<file path="config.mk">
export PLATFORM = sky130hd
export DESIGN_NAME = pmod_sf3_driver
export DESIGN_NICKNAME = d
export VERILOG_FILES = /design/src/rtl/pmod_sf3_driver.sv
export SDC_FILE = /design/constraint.sdc
export NUM_CORES = 1
export LEC_CHECK = 0
export ABC_AREA = 1
export BUFFER_PORTS_ARGS = -buffer_cell sky130_fd_sc_hd__buf_2
export CAP_MARGIN = 20
export CORE_ASPECT_RATIO = 1.25
export CORE_UTILIZATION = 41
export DETAILED_ROUTE_END_ITERATION = 6
export GPL_ROUTABILITY_DRIVEN = 0
export PLACE_DENSITY_LB_ADDON = 0.1
export SYNTH_ARGS = -nofsm -noshare
export SYNTH_HDL_FRONTEND = slang
export SYNTH_SLANG_ARGS = --single-unit
</file>
<file path="constraint.sdc">
create_clock -name i_clk -period 2.63 [get_ports i_clk]
set_input_delay 0.263 -clock i_clk [delete_from_list [all_inputs] [get_ports i_clk]]
set_output_delay 0.263 -clock i_clk [all_outputs]
set_load 0.05 [all_outputs]
</file>
<file path="src/rtl/pmod_sf3_driver.sv">
// SPI master for the Pmod SF3 (N25Q NOR flash): one start pulse runs one cs_n-framed
// transaction of opcode, optional 24-bit address and optional data bytes (SPI mode 0).
module pmod_sf3_driver #(
   parameter int unsigned CLK_DIV = 2
) (
   input  logic        i_clk,
   input  logic        i_reset,
   input  logic        i_start,
   input  logic [7:0]  i_cmd,
   input  logic [23:0] i_addr,
   input  logic [7:0]  i_data_in,
   input  logic [7:0]  i_data_len,
   input  logic        i_miso,
   output logic        o_mosi,
   output logic        o_sck,
   output logic        o_cs_n,
   output logic [7:0]  o_data_out,
   output logic        o_done
);

   localparam int unsigned DivW = (CLK_DIV > 1) ? $clog2(CLK_DIV) : 1;
   localparam logic [DivW-1:0] DivMax = DivW'(CLK_DIV - 1);

   typedef enum logic [2:0] {StIdle, StCmd, StAddr, StData, StHold} state_e;

   state_e          r_state, w_state_nxt;
   logic [DivW-1:0] r_div, w_div_nxt;
   logic            r_sck, w_sck_nxt;
   logic            r_cs_n, w_cs_n_nxt;
   logic            r_mosi, w_mosi_nxt;
   logic            r_done, w_done_nxt;
   logic [7:0]      r_tx_shift, w_tx_shift_nxt;
   logic [2:0]      r_bit_cnt, w_bit_cnt_nxt;
   logic [7:0]      r_byte_cnt, w_byte_cnt_nxt;
   logic [7:0]      r_cmd, w_cmd_nxt;
   logic [23:0]     r_addr, w_addr_nxt;
   logic [7:0]      r_len, w_len_nxt;
   logic [7:0]      r_rx_shift, w_rx_shift_nxt;
   logic [7:0]      r_data_out, w_data_out_nxt;

   logic            w_has_addr;
   logic            w_is_wr;
   logic            w_is_rd;
   logic            w_has_data;
   logic            w_half_end;
   logic            w_load;
   logic [7:0]      w_load_byte;
   logic [7:0]      w_data_byte;

   always_comb begin
      w_has_addr = 1'b0;
      w_is_wr    = 1'b0;
      w_is_rd    = 1'b0;
      case (r_cmd)
         8'h02: begin
            w_has_addr = 1'b1;
            w_is_wr    = 1'b1;
         end
         8'h03: begin
            w_has_addr = 1'b1;
            w_is_rd    = 1'b1;
         end
         8'h20, 8'hD8: w_has_addr = 1'b1;
         8'h05, 8'h9F: w_is_rd    = 1'b1;
         default: ;
      endcase
   end

   assign w_has_data  = (w_is_wr || w_is_rd) && (r_len != 8'd0);
   assign w_half_end  = (r_div == DivMax);
   // Read bytes shift out zeros; write bytes take whatever data_in holds at byte start.
   assign w_data_byte = w_is_wr ? i_data_in : 8'h00;

   always_comb begin
      w_state_nxt    = r_state;
      w_div_nxt      = r_div;
      w_sck_nxt      = r_sck;
      w_cs_n_nxt     = r_cs_n;
      w_mosi_nxt     = r_mosi;
      w_done_nxt     = 1'b0;
      w_tx_shift_nxt = r_tx_shift;
      w_bit_cnt_nxt  = r_bit_cnt;
      w_byte_cnt_nxt = r_byte_cnt;
      w_cmd_nxt      = r_cmd;
      w_addr_nxt     = r_addr;
      w_len_nxt      = r_len;
      w_rx_shift_nxt = r_rx_shift;
      w_data_out_nxt = r_data_out;
      w_load         = 1'b0;
      w_load_byte    = 8'h00;

      case (r_state)
         StIdle: begin
            w_sck_nxt  = 1'b0;
            w_cs_n_nxt = 1'b1;
            if (i_start) begin
               w_state_nxt = StCmd;
               w_cs_n_nxt  = 1'b0;
               w_div_nxt   = '0;
               w_cmd_nxt   = i_cmd;
               w_addr_nxt  = i_addr;
               w_len_nxt   = i_data_len;
               w_load      = 1'b1;
               w_load_byte = i_cmd;
            end
         end

         StCmd, StAddr, StData: begin
            if (!w_half_end) begin
               w_div_nxt = r_div + DivW'(1);
            end else begin
               w_div_nxt = '0;
               if (!r_sck) begin
                  w_sck_nxt = 1'b1;
                  if (r_state == StData && w_is_rd) begin
                     w_rx_shift_nxt = {r_rx_shift[6:0], i_miso};
                     if (r_bit_cnt == 3'd0) begin
                        w_data_out_nxt = {r_rx_shift[6:0], i_miso};
                     end
                  end
               end else begin
                  w_sck_nxt = 1'b0;
                  if (r_bit_cnt != 3'd0) begin
                     w_mosi_nxt     = r_tx_shift[7];
                     w_tx_shift_nxt = {r_tx_shift[6:0], 1'b0};
                     w_bit_cnt_nxt  = r_bit_cnt - 3'd1;
                  end else if (r_state == StCmd && w_has_addr) begin
                     w_state_nxt    = StAddr;
                     w_byte_cnt_nxt = 8'd2;
                     w_load         = 1'b1;
                     w_load_byte    = r_addr[23:16];
                     w_addr_nxt     = {r_addr[15:0], 8'h00};
                  end else if (r_state == StAddr && r_byte_cnt != 8'd0) begin
                     w_byte_cnt_nxt = r_byte_cnt - 8'd1;
                     w_load         = 1'b1;
                     w_load_byte    = r_addr[23:16];
                     w_addr_nxt     = {r_addr[15:0], 8'h00};
                  end else if (r_state != StData && w_has_data) begin
                     w_state_nxt    = StData;
                     w_byte_cnt_nxt = r_len - 8'd1;
                     w_load         = 1'b1;
                     w_load_byte    = w_data_byte;
                  end else if (r_state == StData && r_byte_cnt != 8'd0) begin
                     w_byte_cnt_nxt = r_byte_cnt - 8'd1;
                     w_load         = 1'b1;
                     w_load_byte    = w_data_byte;
                  end else begin
                     w_state_nxt = StHold;
                  end
               end
            end
         end

         StHold: begin
            if (w_half_end) begin
               w_state_nxt = StIdle;
               w_div_nxt   = '0;
               w_cs_n_nxt  = 1'b1;
               w_done_nxt  = 1'b1;
               w_mosi_nxt  = 1'b0;
            end else begin
               w_div_nxt = r_div + DivW'(1);
            end
         end

         default: begin
            w_state_nxt = StIdle;
            w_cs_n_nxt  = 1'b1;
            w_sck_nxt   = 1'b0;
            w_mosi_nxt  = 1'b0;
         end
      endcase

      // First bit goes straight onto mosi; the rest wait in the shifter.
      if (w_load) begin
         w_mosi_nxt     = w_load_byte[7];
         w_tx_shift_nxt = {w_load_byte[6:0], 1'b0};
         w_bit_cnt_nxt  = 3'd7;
      end
   end

   always_ff @(posedge i_clk or posedge i_reset) begin
      if (i_reset) begin
         r_state    <= StIdle;
         r_div      <= '0;
         r_sck      <= 1'b0;
         r_cs_n     <= 1'b1;
         r_mosi     <= 1'b0;
         r_done     <= 1'b0;
         r_tx_shift <= 8'h00;
         r_bit_cnt  <= 3'd0;
         r_byte_cnt <= 8'd0;
         r_cmd      <= 8'h00;
         r_addr     <= 24'h000000;
         r_len      <= 8'd0;
         r_rx_shift <= 8'h00;
         r_data_out <= 8'h00;
      end else begin
         r_state    <= w_state_nxt;
         r_div      <= w_div_nxt;
         r_sck      <= w_sck_nxt;
         r_cs_n     <= w_cs_n_nxt;
         r_mosi     <= w_mosi_nxt;
         r_done     <= w_done_nxt;
         r_tx_shift <= w_tx_shift_nxt;
         r_bit_cnt  <= w_bit_cnt_nxt;
         r_byte_cnt <= w_byte_cnt_nxt;
         r_cmd      <= w_cmd_nxt;
         r_addr     <= w_addr_nxt;
         r_len      <= w_len_nxt;
         r_rx_shift <= w_rx_shift_nxt;
         r_data_out <= w_data_out_nxt;
      end
   end

   assign o_mosi     = r_mosi;
   assign o_sck      = r_sck;
   assign o_cs_n     = r_cs_n;
   assign o_data_out = r_data_out;
   assign o_done     = r_done;

endmodule

</file>
==> impl_metrics.toml <==
[yosys]
synthesis.area_per_instance_um2 = 7.56
dominant_combinational_cell_family_by_area_after_synthesis = "simple AND/OR/NAND/NOR gates"
post_synth_fa_ha_maj_area_fraction = 0.0143
netlist-cell-type-count = 40
postSynthRegisterBits = 81
netlist.top_cell.by_area = "dfrtp_1"
synth.yosys.seq_area_share = 0.463
count_of_flip_flops_with_a_built_in_enable_after_synthesis = 0
synth_simple_gate_area_frac = 0.282
mappedNetlistNets = 637
post_synth_mux_area_share = 0.00257
synth-async-reset-ratio = 1.00
post_synth_main_area_contributors = "dfrtp_1, nand2_1, o21ai_0, inv_1, nor2_1"
synth_compound_gate_area_share = 0.132
synth_xor_area_frac = 0.0160
synthFlopType = "dfrtp_1"
yosys_warns = 0
syn_area_um2 = 4380
synthDominantCellAreaShare = 0.457
synthCells = 580

[placed_design]
numPortBuffers = 63
hpwl_mm = 7.63
post_dp_cell_area_um2 = 4840

[run]
cap_viol_max_count = 0

[sta]
worst_clock_skew_ps = 4.49
timing.hold.ws_ps = -14.8
grt_setup_unrepaired = "false"
setup_violation_total_in_the_final_timing_report = 0
setup_tns_ps = 0
final_hold_viol_count = 33
maxSlewHeadroom = 0.585
finalMaxSlewViolations = 0
min_period_ps = 2250
transition_time_of_the_tightest_slew_check_pin_ps = 622
max_freq_mhz = 444
layout_worst_path_cycle_share = 0.856

[power_and_ir_drop]
leakagePower_uw = 0.00268
vdd.ir_drop.worst_v = 0.000470
power-per-cell-area_nw_per_um2 = 982

[routing]
route.layer.met1.wl_mm = 4.36
drtIter0Drc = 187
via_count = 3834
antenna_violating_nets_post_route = 0
drt_wl_total_mm = 10.1
met3_length_um = 363
post_drt_via_cell_ratio = 4.93
avgRoutedWirePerCell_um = 13.0
detail_route.drc_violations = 0
highest_layer = "met4"
wl_met2_mm = 5.20
dr.pass1.iters = 4

[grt]
global_route_total_usage_across_every_layer = 0.201
maximum_number_of_pins_on_one_net_before_global_route_repair = 48
first_global_vias = 3769
grt_first_pass_wirelength_mm = 17.4
overflow = 0
grt_antenna_before_repair = 0

[floorplanning]
dieHeight_um = 118
design.die.area_um2 = 11100
placement_rows = 41
die_x_um = 94.5
fp.coreArea_um2 = 10300
io-pin-count = 64
floorplan.initialDensity = 0.427

[cts]
cts-htree-levels = 3
clkSinkCount = 81
clkTransAtPathRegs_ps = 60
clk_latency_ps = 330
cts-buffers-inserted = 9
postcts_setup_bufs = 0
cts.hold.buffers_added = 0
ctsRootBufferMaster = "clkbuf_16"
clk_path_buf_depth = 2
post_cts.resized_instances = 0
tritoncts_clock_tree = "built"

[worst_setup_path]
critical_path_arrival_ps = 2500
critPathRequiredTime_ps = 2880
setup.worst_path.class = "reg -> reg"
setup.worst_path.start_class = "flip-flop"
path_max_fanout = 38
worstSetupEndpointType = "flip-flop"

[layout]
drive_gt1_frac = 0.185
fillers = 1031
design.final.nets = 701
area_growth_syn_to_layout_pct = 16.9
antenna_cells_inserted = 0
finalInstanceArea_um2 = 5130

[min_path]
worst_hold_class = "in -> async"

[outcome]
status = "finished with violations"
violations_in_the_final_reports = "hold timing"
## flip-flops by register name, indices dropped and copies added, names as in the netlist
register    cells
o_cs_n          1
o_data_out      8
o_done          1
o_mosi          1
o_sck           1
r_addr         24
r_bit_cnt       3
r_byte_cnt      8
r_cmd           8
r_div           1
r_len           8
r_rx_shift      7
r_state         3
r_tx_shift      7
## stage by stage
| step | cells | util | worst slack, ps | total power, uW | hold WS (ps) |
|---|---|---|---|---|---|
| finish | 778 | 0.500 | 378 | 5040 | -14.8 |
| global route | 778 | 0.500 | 128 | 5460 | 36.2 |
| CTS | 778 | 0.500 | 368 | 5090 | 1.30 |
| detailed placement | 762 | 0.471 | 390 | 3850 | 368 |
| global placement | 762 | 0.471 | 391 | 3800 | 358 |
| floorplan | 580 | - | 289 | 3400 | 380 |
## worst paths after layout
check                                     startpoint                         to  slack (ps)  cells past startpoint
max in group asynchronous                    i_reset         o_cs_n$_DFFE_PP1P_        1930                      3
max reg2reg                r_byte_cnt[0]$_DFFE_PP0P_     r_addr[16]$_DFFE_PP0P_         380                     11
min in group i_clk                     i_data_len[2]       r_len[2]$_DFFE_PP0P_         140                      3
max                        r_byte_cnt[0]$_DFFE_PP0P_     r_addr[16]$_DFFE_PP0P_         380                     11
min reg2reg                    r_addr[3]$_DFFE_PP0P_      r_addr[3]$_DFFE_PP0P_         480                      2
min                                          i_reset  o_data_out[3]$_DFFE_PP0P_         -10                      2
## kinds of logic (layout without fill, tap and decap cells)
logic type / after synthesis / in the layout
XOR/XNOR: 8 / 8
AO/OA/AOI/OAI: 103 / 103
multiplexers: 1 / 1
buffers and inverters: 97 / 166
AND/OR/NAND/NOR: 285 / 285
adder cells (fa/ha/maj): 5 / 5
flip-flops: 81 / 81
## power breakdown
| group | switching (uW) | internal, uW | leakage, uW |
|---|---|---|---|
| registers | 259 | 1660 | 0.00101 |
| logic | 1270 | 618 | 0.00153 |
| clock network | 493 | 730 | 0.000138 |
## critical path, stage by stage (launching register included)
cell      delay (ps)
dfrtp_1          360
inv_1             80
ha_1             210
nand3_1           90
nor2_2            60
nor2_2           270
inv_2            140
nand2_1          150
o21ai_2           90
inv_2            410
o211ai_1         180
o21ai_0          110
## cell usage after synthesis (2+ instances only)
master and number:
buf_2 4, o21a_1 2, o211ai_1 7, o21ai_1 4, inv_2 10, a21oi_1 8, dfrtp_1 80, buf_6 3
nand3b_1 2, a22oi_1 2, nor2_1 56, o21ai_0 64, xor2_1 7, nand3_1 28, a31oi_1 11, nand2_4 3
inv_1 69, clkbuf_1 9, nor2_2 6, nand3_2 2, ha_1 5, nand2_1 170, nor3_1 4, nor2_4 3
nand4_1 6
## cell usage in the layout (no fill, tap or decap), types with 7 or more instances in the layout
cell type | netlist | routed
buf_2 | 4 | 63
a21oi_1 | 8 | 8
o211ai_1 | 7 | 7
nor2_1 | 56 | 55
dfrtp_1 | 80 | 80
o21ai_0 | 64 | 64
nor2_2 | 6 | 7
xor2_1 | 7 | 7
inv_2 | 10 | 10
inv_1 | 69 | 68
nand2_1 | 170 | 170
a31oi_1 | 11 | 11
buf_4 | 1 | 7
nand3_1 | 28 | 28
clkbuf_16 | 0 | 9
## metal layers
layer / global-route usage / vias to the layer above
met5: 0 / -
met4: 0.0748 / 0
met3: 0.0368 / 18
met2: 0.351 / 75
met1: 0.243 / 1770
li1: - / 1971
## area by class of cell
class,count,area [um2],share of cell area
Clock inverter,6,60.1,0.0117
Clock buffer,10,229,0.0447
Tap cell,129,161,0.0315
Timing Repair Buffer,71,388,0.0757
Inverter,79,298,0.0581
Multi-Input combinational cell,402,1960,0.383
Sequential cell,81,2030,0.396
Note: power is estimated with default switching activity, not from simulation.
